[config.mk]
export PLATFORM = sky130hd
export DESIGN_NAME = matrix_gen_handler_multi
export DESIGN_NICKNAME = d
export VERILOG_FILES = /design/src/rtl/matrix_gen_pkg.sv /design/src/rtl/matrix_gen_handler_multi_value.sv /design/src/rtl/matrix_gen_handler_multi.sv
export SDC_FILE = /design/constraint.sdc
export NUM_CORES = 2
export LEC_CHECK = 0
export CAP_MARGIN = 40
export CELL_PAD_IN_SITES_DETAIL_PLACEMENT = 1
export CELL_PAD_IN_SITES_GLOBAL_PLACEMENT = 1
export CORE_ASPECT_RATIO = 1.4
export CORE_MARGIN = 3
export CORE_UTILIZATION = 31
export DETAILED_ROUTE_END_ITERATION = 16
export PLACE_DENSITY = 0.6
export SLEW_MARGIN = 20
export SYNTH_ARGS = -nofsm -noshare
export SYNTH_HDL_FRONTEND = slang
export SYNTH_SLANG_ARGS = --single-unit
[constraint.sdc]
create_clock -name clk -period 9.4 [get_ports clk]
set_input_delay 1.88 -clock clk [delete_from_list [all_inputs] [get_ports clk]]
set_output_delay 1.88 -clock clk [all_outputs]
set_load 0.005 [all_outputs]
[src/rtl/matrix_gen_pkg.sv]
// Shared types and constants for the multi-matrix generation handler.
package matrix_gen_pkg;

  typedef enum logic [1:0] {
    MODE_RANDOM   = 2'd0,
    MODE_ZERO     = 2'd1,
    MODE_IDENTITY = 2'd2,
    MODE_CONST    = 2'd3
  } gen_mode_e;

  typedef enum logic [2:0] {
    ERR_NONE   = 3'd0,
    ERR_COUNT  = 3'd1,
    ERR_DIM    = 3'd2,
    ERR_MODE   = 3'd3,
    ERR_RANGE  = 3'd4,
    ERR_SLOTS  = 3'd5,
    ERR_SQUARE = 3'd6
  } gen_err_e;

  // Controller states, kept as plain constants for legacy compatibility.
  typedef logic [3:0] gen_state_t;
  localparam gen_state_t ST_IDLE      = 4'd0;
  localparam gen_state_t ST_RD_HDR    = 4'd1;
  localparam gen_state_t ST_VALIDATE  = 4'd2;
  localparam gen_state_t ST_SCAN      = 4'd3;
  localparam gen_state_t ST_REQ       = 4'd4;
  localparam gen_state_t ST_STREAM    = 4'd5;
  localparam gen_state_t ST_WAIT_DONE = 4'd6;
  localparam gen_state_t ST_DONE      = 4'd7;
  localparam gen_state_t ST_ERROR     = 4'd8;

  // Galois LFSR polynomial x^32 + x^22 + x^2 + x + 1, right-shifting form.
  localparam logic [31:0] LFSR_TAPS = 32'h8020_0003;
  localparam logic [31:0] LFSR_SEED = 32'hACE1_2024;
  // Slot header occupancy field.
  localparam logic [31:0] OCC_MASK  = 32'h0000_00FF;

  function automatic logic [31:0] lfsr_step(input logic [31:0] s);
    return (s >> 1) ^ (s[0] ? LFSR_TAPS : 32'h0);
  endfunction

  // ASCII "GEN_xx  " with xx the two-digit decimal index.
  function automatic logic [63:0] gen_name(input logic [7:0] idx);
    logic [7:0] tens;
    logic [7:0] ones;
    tens = 8'h30 + (idx / 8'd10);
    ones = 8'h30 + (idx % 8'd10);
    return {8'h47, 8'h45, 8'h4E, 8'h5F, tens, ones, 8'h20, 8'h20};
  endfunction

endpackage

[src/rtl/matrix_gen_handler_multi_value.sv]
// gen_value_unit: LFSR state plus per-mode element value, combinational on current LFSR.
module gen_value_unit
  import matrix_gen_pkg::*;
#(
  parameter int unsigned DATA_WIDTH = 32
) (
  input  logic                  clk,
  input  logic                  rst_n,
  input  logic                  seed_load,
  input  logic [31:0]           seed,
  input  logic                  advance,
  input  gen_mode_e             mode,
  input  logic [7:0]            row,
  input  logic [7:0]            col,
  input  logic [31:0]           const_val,
  input  logic [31:0]           min_val,
  input  logic [32:0]           range,
  output logic [DATA_WIDTH-1:0] value
);

  logic [31:0] lfsr_q;
  logic [48:0] prod;
  logic [32:0] scaled;
  logic [33:0] rand_sum;

  // LFSR: reseed on request, otherwise step once per random element.
  always_ff @(posedge clk or negedge rst_n) begin
    if (!rst_n) begin
      lfsr_q <= LFSR_SEED;
    end else if (seed_load) begin
      lfsr_q <= (seed == 32'h0) ? 32'h1 : seed;
    end else if (advance) begin
      lfsr_q <= lfsr_step(lfsr_q);
    end
  end

  // Scale the low 16 LFSR bits into [min, min+range-1]; 33-bit range admits the full span.
  assign prod     = 49'(lfsr_q[15:0]) * 49'(range);
  assign scaled   = 33'(prod >> 16);
  assign rand_sum = {{2{min_val[31]}}, min_val} + {1'b0, scaled};

  // Per-mode element value.
  always_comb begin
    value = '0;
    unique case (mode)
      MODE_RANDOM:   value = DATA_WIDTH'(rand_sum);
      MODE_ZERO:     value = '0;
      MODE_IDENTITY: value = (row == col) ? DATA_WIDTH'(1) : '0;
      MODE_CONST:    value = DATA_WIDTH'(const_val);
      default:       value = '0;
    endcase
  end

endmodule

[src/rtl/matrix_gen_handler_multi.sv]
// Multi-matrix generation handler: reads a request, validates it, finds free slots and
// streams COUNT generated matrices to the writer.
// Optional: GEN_SEED_PORT_EN adds a seed input loaded on every accepted start.
module matrix_gen_handler_multi
  import matrix_gen_pkg::*;
#(
  parameter int unsigned DATA_WIDTH = 32,
  parameter int unsigned MAX_DIM    = 32,
  parameter int unsigned MAX_COUNT  = 4,
  parameter int unsigned NUM_SLOTS  = 8,
  parameter int unsigned SLOT_WORDS = 1024,
  parameter int unsigned BUF_AW     = 11,
  parameter int unsigned STOR_AW    = 14
) (
  input  logic                         clk,
  input  logic                         rst_n,
`ifdef GEN_SEED_PORT_EN
  input  logic [31:0]                  seed,
`endif
  input  logic                         start,
  output logic                         busy,
  output logic                         done,
  output logic                         error,
  output logic [2:0]                   error_code,
  input  logic [31:0]                  settings_max_row,
  input  logic [31:0]                  settings_max_col,
  input  logic [31:0]                  settings_data_min,
  input  logic [31:0]                  settings_data_max,
  output logic [BUF_AW-1:0]            buf_rd_addr,
  input  logic [31:0]                  buf_rd_data,
  output logic                         write_request,
  input  logic                         write_ready,
  output logic [$clog2(NUM_SLOTS)-1:0] matrix_id,
  output logic [7:0]                   actual_rows,
  output logic [7:0]                   actual_cols,
  output logic [63:0]                  matrix_name,
  output logic [DATA_WIDTH-1:0]        data_in,
  output logic                         data_valid,
  input  logic                         writer_ready,
  input  logic                         write_done,
  output logic [STOR_AW-1:0]           storage_rd_addr,
  input  logic [31:0]                  storage_rd_data
);

  localparam int unsigned SW    = $clog2(NUM_SLOTS);
  localparam int unsigned CW    = $clog2(MAX_COUNT + 1);
  localparam int unsigned CNT_W = ($clog2(NUM_SLOTS + 1) > 3) ? $clog2(NUM_SLOTS + 1) : 3;

  gen_state_t        state_q, state_d;
  logic [CNT_W-1:0]  cnt_q, cnt_d, free_cnt_q, free_cnt_d;
  logic [31:0]       word_m_q, word_m_d, word_n_q, word_n_d, word_count_q, word_count_d;
  logic [31:0]       word_mode_q, word_mode_d, word_const_q, word_const_d, min_q, min_d;
  logic [32:0]       range_q, range_d, range_c;
  logic [SW-1:0]     free_q [NUM_SLOTS];
  logic [SW-1:0]     free_d [NUM_SLOTS];
  logic [CW-1:0]     idx_q, idx_d, req_idx;
  logic [7:0]        row_q, row_d, col_q, col_d, nrow, ncol;
  logic              busy_d, done_d, error_d, write_request_d, data_valid_d;
  logic [2:0]        error_code_d, val_err;
  logic [BUF_AW-1:0] buf_rd_addr_d;
  logic [STOR_AW-1:0] storage_rd_addr_d;
  logic [SW-1:0]     matrix_id_d;
  logic [7:0]        actual_rows_d, actual_cols_d;
  logic [63:0]       matrix_name_d;
  logic [DATA_WIDTH-1:0] data_in_d, gen_value;
  logic [31:0]       lim_row, lim_col, seed_val;
  logic              do_accept, enter_req, load_elem, last_elem, slot_empty;

`ifdef GEN_SEED_PORT_EN
  assign seed_val = seed;
`else
  assign seed_val = LFSR_SEED;
`endif

  gen_value_unit #(.DATA_WIDTH(DATA_WIDTH)) u_value (
    .clk       (clk),
    .rst_n     (rst_n),
`ifdef GEN_SEED_PORT_EN
    .seed_load (do_accept),
`else
    .seed_load (1'b0),
`endif
    .seed      (seed_val),
    .advance   (load_elem && (word_mode_q[1:0] == MODE_RANDOM)),
    .mode      (gen_mode_e'(word_mode_q[1:0])),
    .row       (nrow),
    .col       (ncol),
    .const_val (word_const_q),
    .min_val   (min_q),
    .range     (range_q),
    .value     (gen_value)
  );

  // Request validation; first failing check wins.
  always_comb begin
    lim_row = (settings_max_row < MAX_DIM) ? settings_max_row : MAX_DIM;
    lim_col = (settings_max_col < MAX_DIM) ? settings_max_col : MAX_DIM;
    range_c = {settings_data_max[31], settings_data_max}
            - {settings_data_min[31], settings_data_min} + 33'd1;
    val_err = ERR_NONE;
    if (word_count_q == 32'd0 || word_count_q > MAX_COUNT)
      val_err = ERR_COUNT;
    else if (word_m_q == 32'd0 || word_n_q == 32'd0 || word_m_q > lim_row || word_n_q > lim_col)
      val_err = ERR_DIM;
    else if (word_mode_q > 32'd3)
      val_err = ERR_MODE;
    else if (word_mode_q == 32'd0 && $signed(settings_data_min) > $signed(settings_data_max))
      val_err = ERR_RANGE;
    else if (word_mode_q == 32'd2 && word_m_q != word_n_q)
      val_err = ERR_SQUARE;
  end

  // Row-major lookahead position of the element about to be loaded into data_in.
  always_comb begin
    nrow = row_q;
    ncol = col_q + 8'd1;
    if (state_q == ST_REQ) begin
      nrow = '0;
      ncol = '0;
    end else if (col_q == 8'(word_n_q - 32'd1)) begin
      nrow = row_q + 8'd1;
      ncol = '0;
    end
  end

  assign last_elem  = (row_q == 8'(word_m_q - 32'd1)) && (col_q == 8'(word_n_q - 32'd1));
  assign slot_empty = (storage_rd_data & OCC_MASK) == 32'h0;

  // Next-state and registered-output logic.
  always_comb begin
    state_d = state_q;  cnt_d = cnt_q;  free_cnt_d = free_cnt_q;  free_d = free_q;
    word_m_d = word_m_q;  word_n_d = word_n_q;  word_count_d = word_count_q;
    word_mode_d = word_mode_q;  word_const_d = word_const_q;
    min_d = min_q;  range_d = range_q;  idx_d = idx_q;  row_d = row_q;  col_d = col_q;
    done_d = 1'b0;  error_d = error;  error_code_d = error_code;
    buf_rd_addr_d = buf_rd_addr;  storage_rd_addr_d = storage_rd_addr;
    write_request_d = write_request;  matrix_id_d = matrix_id;
    actual_rows_d = actual_rows;  actual_cols_d = actual_cols;  matrix_name_d = matrix_name;
    data_in_d = data_in;  data_valid_d = data_valid;
    do_accept = 1'b0;  enter_req = 1'b0;  load_elem = 1'b0;  req_idx = '0;

    case (state_q)
      ST_IDLE:  if (start) do_accept = 1'b1;
      ST_ERROR: if (start) do_accept = 1'b1;
      ST_RD_HDR: begin
        cnt_d = cnt_q + 1'b1;
        buf_rd_addr_d = (cnt_q < CNT_W'(4)) ? BUF_AW'(cnt_q + 1'b1) : '0;
        if (cnt_q == CNT_W'(1)) word_m_d     = buf_rd_data;
        if (cnt_q == CNT_W'(2)) word_n_d     = buf_rd_data;
        if (cnt_q == CNT_W'(3)) word_count_d = buf_rd_data;
        if (cnt_q == CNT_W'(4)) word_mode_d  = buf_rd_data;
        if (cnt_q == CNT_W'(5)) begin
          word_const_d = buf_rd_data;
          state_d      = ST_VALIDATE;
        end
      end
      ST_VALIDATE: begin
        min_d   = settings_data_min;
        range_d = range_c;
        if (val_err != ERR_NONE) begin
          state_d = ST_ERROR;  error_d = 1'b1;  error_code_d = val_err;
        end else begin
          state_d = ST_SCAN;  cnt_d = '0;  free_cnt_d = '0;  storage_rd_addr_d = '0;
        end
      end
      ST_SCAN: begin
        cnt_d = cnt_q + 1'b1;
        if (cnt_q != '0 && slot_empty) begin
          free_d[free_cnt_q[SW-1:0]] = SW'(cnt_q - 1'b1);
          free_cnt_d = free_cnt_q + 1'b1;
        end
        if (cnt_q == CNT_W'(NUM_SLOTS)) begin
          storage_rd_addr_d = '0;
          if (32'(free_cnt_d) < word_count_q) begin
            state_d = ST_ERROR;  error_d = 1'b1;  error_code_d = ERR_SLOTS;
          end else begin
            enter_req = 1'b1;  idx_d = '0;
          end
        end else begin
          storage_rd_addr_d = STOR_AW'(32'(cnt_q + 1'b1) * SLOT_WORDS);
        end
      end
      ST_REQ: if (!write_ready) begin
        write_request_d = 1'b0;  data_valid_d = 1'b1;  load_elem = 1'b1;  state_d = ST_STREAM;
      end
      ST_STREAM: if (writer_ready) begin
        if (last_elem) begin
          data_valid_d = 1'b0;  state_d = ST_WAIT_DONE;
        end else begin
          load_elem = 1'b1;
        end
      end
      ST_WAIT_DONE: if (write_done) begin
        idx_d = idx_q + 1'b1;
        if (32'(idx_d) == word_count_q) begin
          state_d = ST_DONE;  done_d = 1'b1;
        end else begin
          enter_req = 1'b1;  req_idx = idx_d;
        end
      end
      ST_DONE: state_d = ST_IDLE;
      default: state_d = ST_IDLE;
    endcase

    if (do_accept) begin
      state_d = ST_RD_HDR;  cnt_d = '0;  buf_rd_addr_d = '0;  error_d = 1'b0;  error_code_d = ERR_NONE;
    end
    if (enter_req) begin
      state_d = ST_REQ;  write_request_d = 1'b1;  matrix_id_d = free_d[SW'(req_idx)];
      actual_rows_d = word_m_q[7:0];  actual_cols_d = word_n_q[7:0];
      matrix_name_d = gen_name(8'(req_idx));  row_d = '0;  col_d = '0;
    end
    if (load_elem) begin
      data_in_d = gen_value;  row_d = nrow;  col_d = ncol;
    end
    busy_d = !(state_d == ST_IDLE || state_d == ST_DONE || state_d == ST_ERROR);
  end

  // State, datapath and output registers.
  always_ff @(posedge clk or negedge rst_n) begin
    if (!rst_n) begin
      state_q <= ST_IDLE;  cnt_q <= '0;  free_cnt_q <= '0;  free_q <= '{default: '0};
      word_m_q <= '0;  word_n_q <= '0;  word_count_q <= '0;  word_mode_q <= '0;  word_const_q <= '0;
      min_q <= '0;  range_q <= '0;  idx_q <= '0;  row_q <= '0;  col_q <= '0;
      busy <= 1'b0;  done <= 1'b0;  error <= 1'b0;  error_code <= '0;
      buf_rd_addr <= '0;  storage_rd_addr <= '0;  write_request <= 1'b0;  matrix_id <= '0;
      actual_rows <= '0;  actual_cols <= '0;  matrix_name <= '0;  data_in <= '0;  data_valid <= 1'b0;
    end else begin
      state_q <= state_d;  cnt_q <= cnt_d;  free_cnt_q <= free_cnt_d;  free_q <= free_d;
      word_m_q <= word_m_d;  word_n_q <= word_n_d;  word_count_q <= word_count_d;
      word_mode_q <= word_mode_d;  word_const_q <= word_const_d;
      min_q <= min_d;  range_q <= range_d;  idx_q <= idx_d;  row_q <= row_d;  col_q <= col_d;
      busy <= busy_d;  done <= done_d;  error <= error_d;  error_code <= error_code_d;
      buf_rd_addr <= buf_rd_addr_d;  storage_rd_addr <= storage_rd_addr_d;
      write_request <= write_request_d;  matrix_id <= matrix_id_d;
      actual_rows <= actual_rows_d;  actual_cols <= actual_cols_d;  matrix_name <= matrix_name_d;
      data_in <= data_in_d;  data_valid <= data_valid_d;
    end
  end

endmodule

==> impl_metrics.csv <==
group,metric,value,unit
outcome,status,"finished, final reports clean",
power,ir_worst_vdd,0.1391,mV
global_routing,grt_pass1_vias,33360,
synthesis,yosys-top-cells-area,"dfrtp_1 24%, fa_1 22%, ha_1 10%, mux2_2 6.2%, inv_1 5.7%",
cells_and_area,seq_area,9630,µm²
detailed_routing,firstDrtPassIters,7,
synthesis,yosysTopAreaCellShare,0.2405,
detailed_routing,drc,0,
cts,clockBufferDepth,3,
power,netSwitchingFraction,0.4084,
placement,place_congestion,0.8709,
cts,cts-htree-levels,2,
hold_path,holdPathEnd,"u_value.lfsr_q[21]$_DFFE_PN1P_",
worst_setup_path,cp.arrival,9430,ps
cts,root_buffer,"clkbuf_16",
worst_setup_path,critPathTopFamily,"adder cells",
placement,port_buffers,267,
sta,holdWs,477.4,ps
floorplan,die_y,424.7,µm
synthesis,syn_avg_cell_area,9.462,µm²
global_routing,grt_max_degree,128,
cts,numCtsBuffers,45,
synthesis,syn_inst,4102,
floorplan,core,124200,µm²
sta,period_needed,8974,ps
sta,hold_viol,0,
job,cap_viol_max_count,0,
power,p_total,0.007782,W
synthesis,synth_edf_count,0,
cells_and_area,fin_nets,5388,
cts,clk_pin_slew,70,ps
floorplan,die_x,305.1,µm
synthesis,synth_area,38810,µm²
worst_setup_path,end_kind,"register",
synthesis,synthDistinctLibCells,81,
synthesis,synth_seq_cells,384,
worst_setup_path,reg2reg_to,"data_in[30]$_DFFE_PN0P_",
detailed_routing,vias_per_cell,4.881,
cells_and_area,mostFrequentLayoutCells,"589 x inv_1, 550 x nand2_1, 433 x fa_1",
detailed_routing,ant_nets,0,
placement,placedCellCount,6014,
sta,drv_slew,0,
floorplan,num_rows,153,
sta,skew,46.57,ps
worst_setup_path,cp-start-kind,"register",
cts,cts_sinks,384,
power,seqPwrFrac,0.372,
floorplan,io_pins,346,
detailed_routing,drt_iter0_markers,1123,
power,switchingPower,0.003178,W
synthesis,synth_top_cell_by_area,"dfrtp_1",
synthesis,synth_simple_gate_area_frac,0.1411,
global_routing,antenna_found_initial,6,
sta,tightestPinTransition,816.4,ps
worst_setup_path,r2r_cells,38,
worst_setup_path,crit_slowest_cell,"fa_1",
worst_setup_path,r2r_start,"u_value.lfsr_q[6]$_DFFE_PN0P_",
synthesis,yosys_warnings,0,
global_routing,overflow,0,
worst_setup_path,rrSetupSlack,430,ps
synthesis,synth_xor_area_frac,0.03810,
power,p_per_area,169.2,nW/µm²
sta,max-slew-margin-rel,0.4500,
sta,finalSetupViolCount,0,
detailed_routing,vias,29790,
power,p_comb_frac,0.381,
sta,finalCritPeriodShare,0.9547,
synthesis,synthArstFlopShare,1.000,
synthesis,synth_fa_ha_area_frac,0.3265,
cells_and_area,fillers,14170,
sta,fin_setup_tns,0,ps
power,power.leakage,22.64,nW
worst_setup_path,cp_data_required_time,9850,ps
placement,dp_hpwl,104700,µm
worst_setup_path,crit_type,"register to register",
cells_and_area,multi_input_area,26230,µm²
cells_and_area,layout_commonest_cell,"inv_1",
worst_setup_path,crit_start,"u_value.lfsr_q[6]$_DFFE_PN0P_",
global_routing,grt_usage,0.1990,
floorplan,die-area,129600,µm²
cts,clk-insertion-delay-late,630,ps
hold_path,hold_path.class,"register to register",
hold_path,worstHoldStart,"u_value.lfsr_q[21]$_DFFE_PN1P_",
power,p_int,0.004604,W
synthesis,synth_ff_type,"dfrtp_1",
synthesis,ys_seq_area_frac,0.2479,
detailed_routing,wirelength,127300,µm
worst_setup_path,max_stage_delay,580,ps
worst_setup_path,crit_top_cell,"fa_1",
hold_path,min_path_cells,2,
cells_and_area,fin_cells,6102,
synthesis,synth_compound_gate_area_share,0.09181,
power,pwr-share-clk,0.247,
worst_setup_path,crit_fanout,21,
cts,cts_tree,"yes",
floorplan,start_util,0.3124,
sta,fmax,0.1114,GHz
global_routing,grt_pass1_wl,199900,µm
cells_and_area,drive_gt1_frac,0.1178,
synthesis,synthMuxAreaShare,0.06434,
detailed_routing,wl_per_cell,20.86,µm
worst_setup_path,critPathBufInv,9,
cells_and_area,area_growth,18.47,%
synthesis,synth_top_family_by_area,"adder cells",
==> logic make-up after synthesis <==
group | count (synthesis)
AND/OR/NAND/NOR | 1164
AO/OA/AOI/OAI | 559
buffers and inverters | 849
adder cells (fa/ha/maj) | 753
other | 2
flip-flops | 384
XOR/XNOR | 168
multiplexers | 223
==> worst max path at each step <==
stage	end	cells past startpoint
after floorplan	data_in[29]$_DFFE_PN0P_	36
after global placement	data_in[31]$_DFFE_PN0P_	36
after detailed placement	data_in[30]$_DFFE_PN0P_	36
after CTS	data_in[30]$_DFFE_PN0P_	38
after global routing	data_in[30]$_DFFE_PN0P_	38
final	data_in[30]$_DFFE_PN0P_	38
==> synth_stat cells (88+ instances only) <==
library cell and number:
and2_1 187, ha_1 320, fa_1 433, o21ai_0 161, xnor2_1 88, a21oi_1 139
a21o_1 89, clkbuf_1 158, inv_1 589, nor2_1 153, mux2_2 212, dfrtp_1 373
nand2_1 551
==> registers in the layout, indices dropped and copies added, names as in the netlist, 32 cells and up <==
signal and cells:
word_n_q 32, word_m_q 32, u_value.lfsr_q 32, word_count_q 32, word_mode_q 32, min_q 32
word_const_q 32, range_q 33, data_in 32
==> stage by stage <==
| stage | worst slack (ps) | area (µm²) | utilization |
|---|---|---|---|
| floorplan | 751.2 | 39210 | - |
| global placement | 15.71 | 44100 | 0.3550 |
| detailed placement | 11.50 | 44250 | 0.3562 |
| CTS | 29.63 | 45850 | 0.3691 |
| global route | -1.569 | 45980 | 0.3701 |
| finish | 426.1 | 45980 | 0.3701 |
==> area by class of cell <==
| type | count | share of cell area |
|---|---|---|
| antenna | 1 | 0.00005442 |
| clock buffer | 59 | 0.02694 |
| clock inverter | 25 | 0.007727 |
| inverter | 589 | 0.04808 |
| multi-input combinational | 2973 | 0.5704 |
| sequential | 384 | 0.2094 |
| tap | 1627 | 0.04427 |
| timing repair buffer | 444 | 0.09311 |
==> power by group through the flow <==
stage	Combinational (W)	Sequential [W]	Clock, W
floorplan	0.00194	0.00254	0
global placement	0.00289	0.00290	0
detailed placement	0.00297	0.00292	0
CTS	0.00299	0.00289	0.00199
global route	0.00328	0.00296	0.00205
finish	0.00297	0.00289	0.00192
==> worst min-delay path, delay by kind of cell (launching register included) <==
kind	cells	cell delay (ps)
AO/OA/AOI/OAI	1	70
flip-flops	1	370
AND/OR/NAND/NOR	1	40
==> layer usage <==
metal	up-vias	global-route usage	wire length, µm
met5	-	0	40
met4	6	0.05219	3387
met3	154	0.02471	4570
met2	494	0.3675	66500
met1	15360	0.2435	52810
li1	13770	-	-
==> repair_timing <==
item | CTS | global route
setup endpoints to repair | 3 | 11
pin swaps | 0 | 10
hold buffers | 0 | 0
buffers inserted | 0 | 2
gates resized for setup | 3 | 26
(Power assumes the default switching activity.)
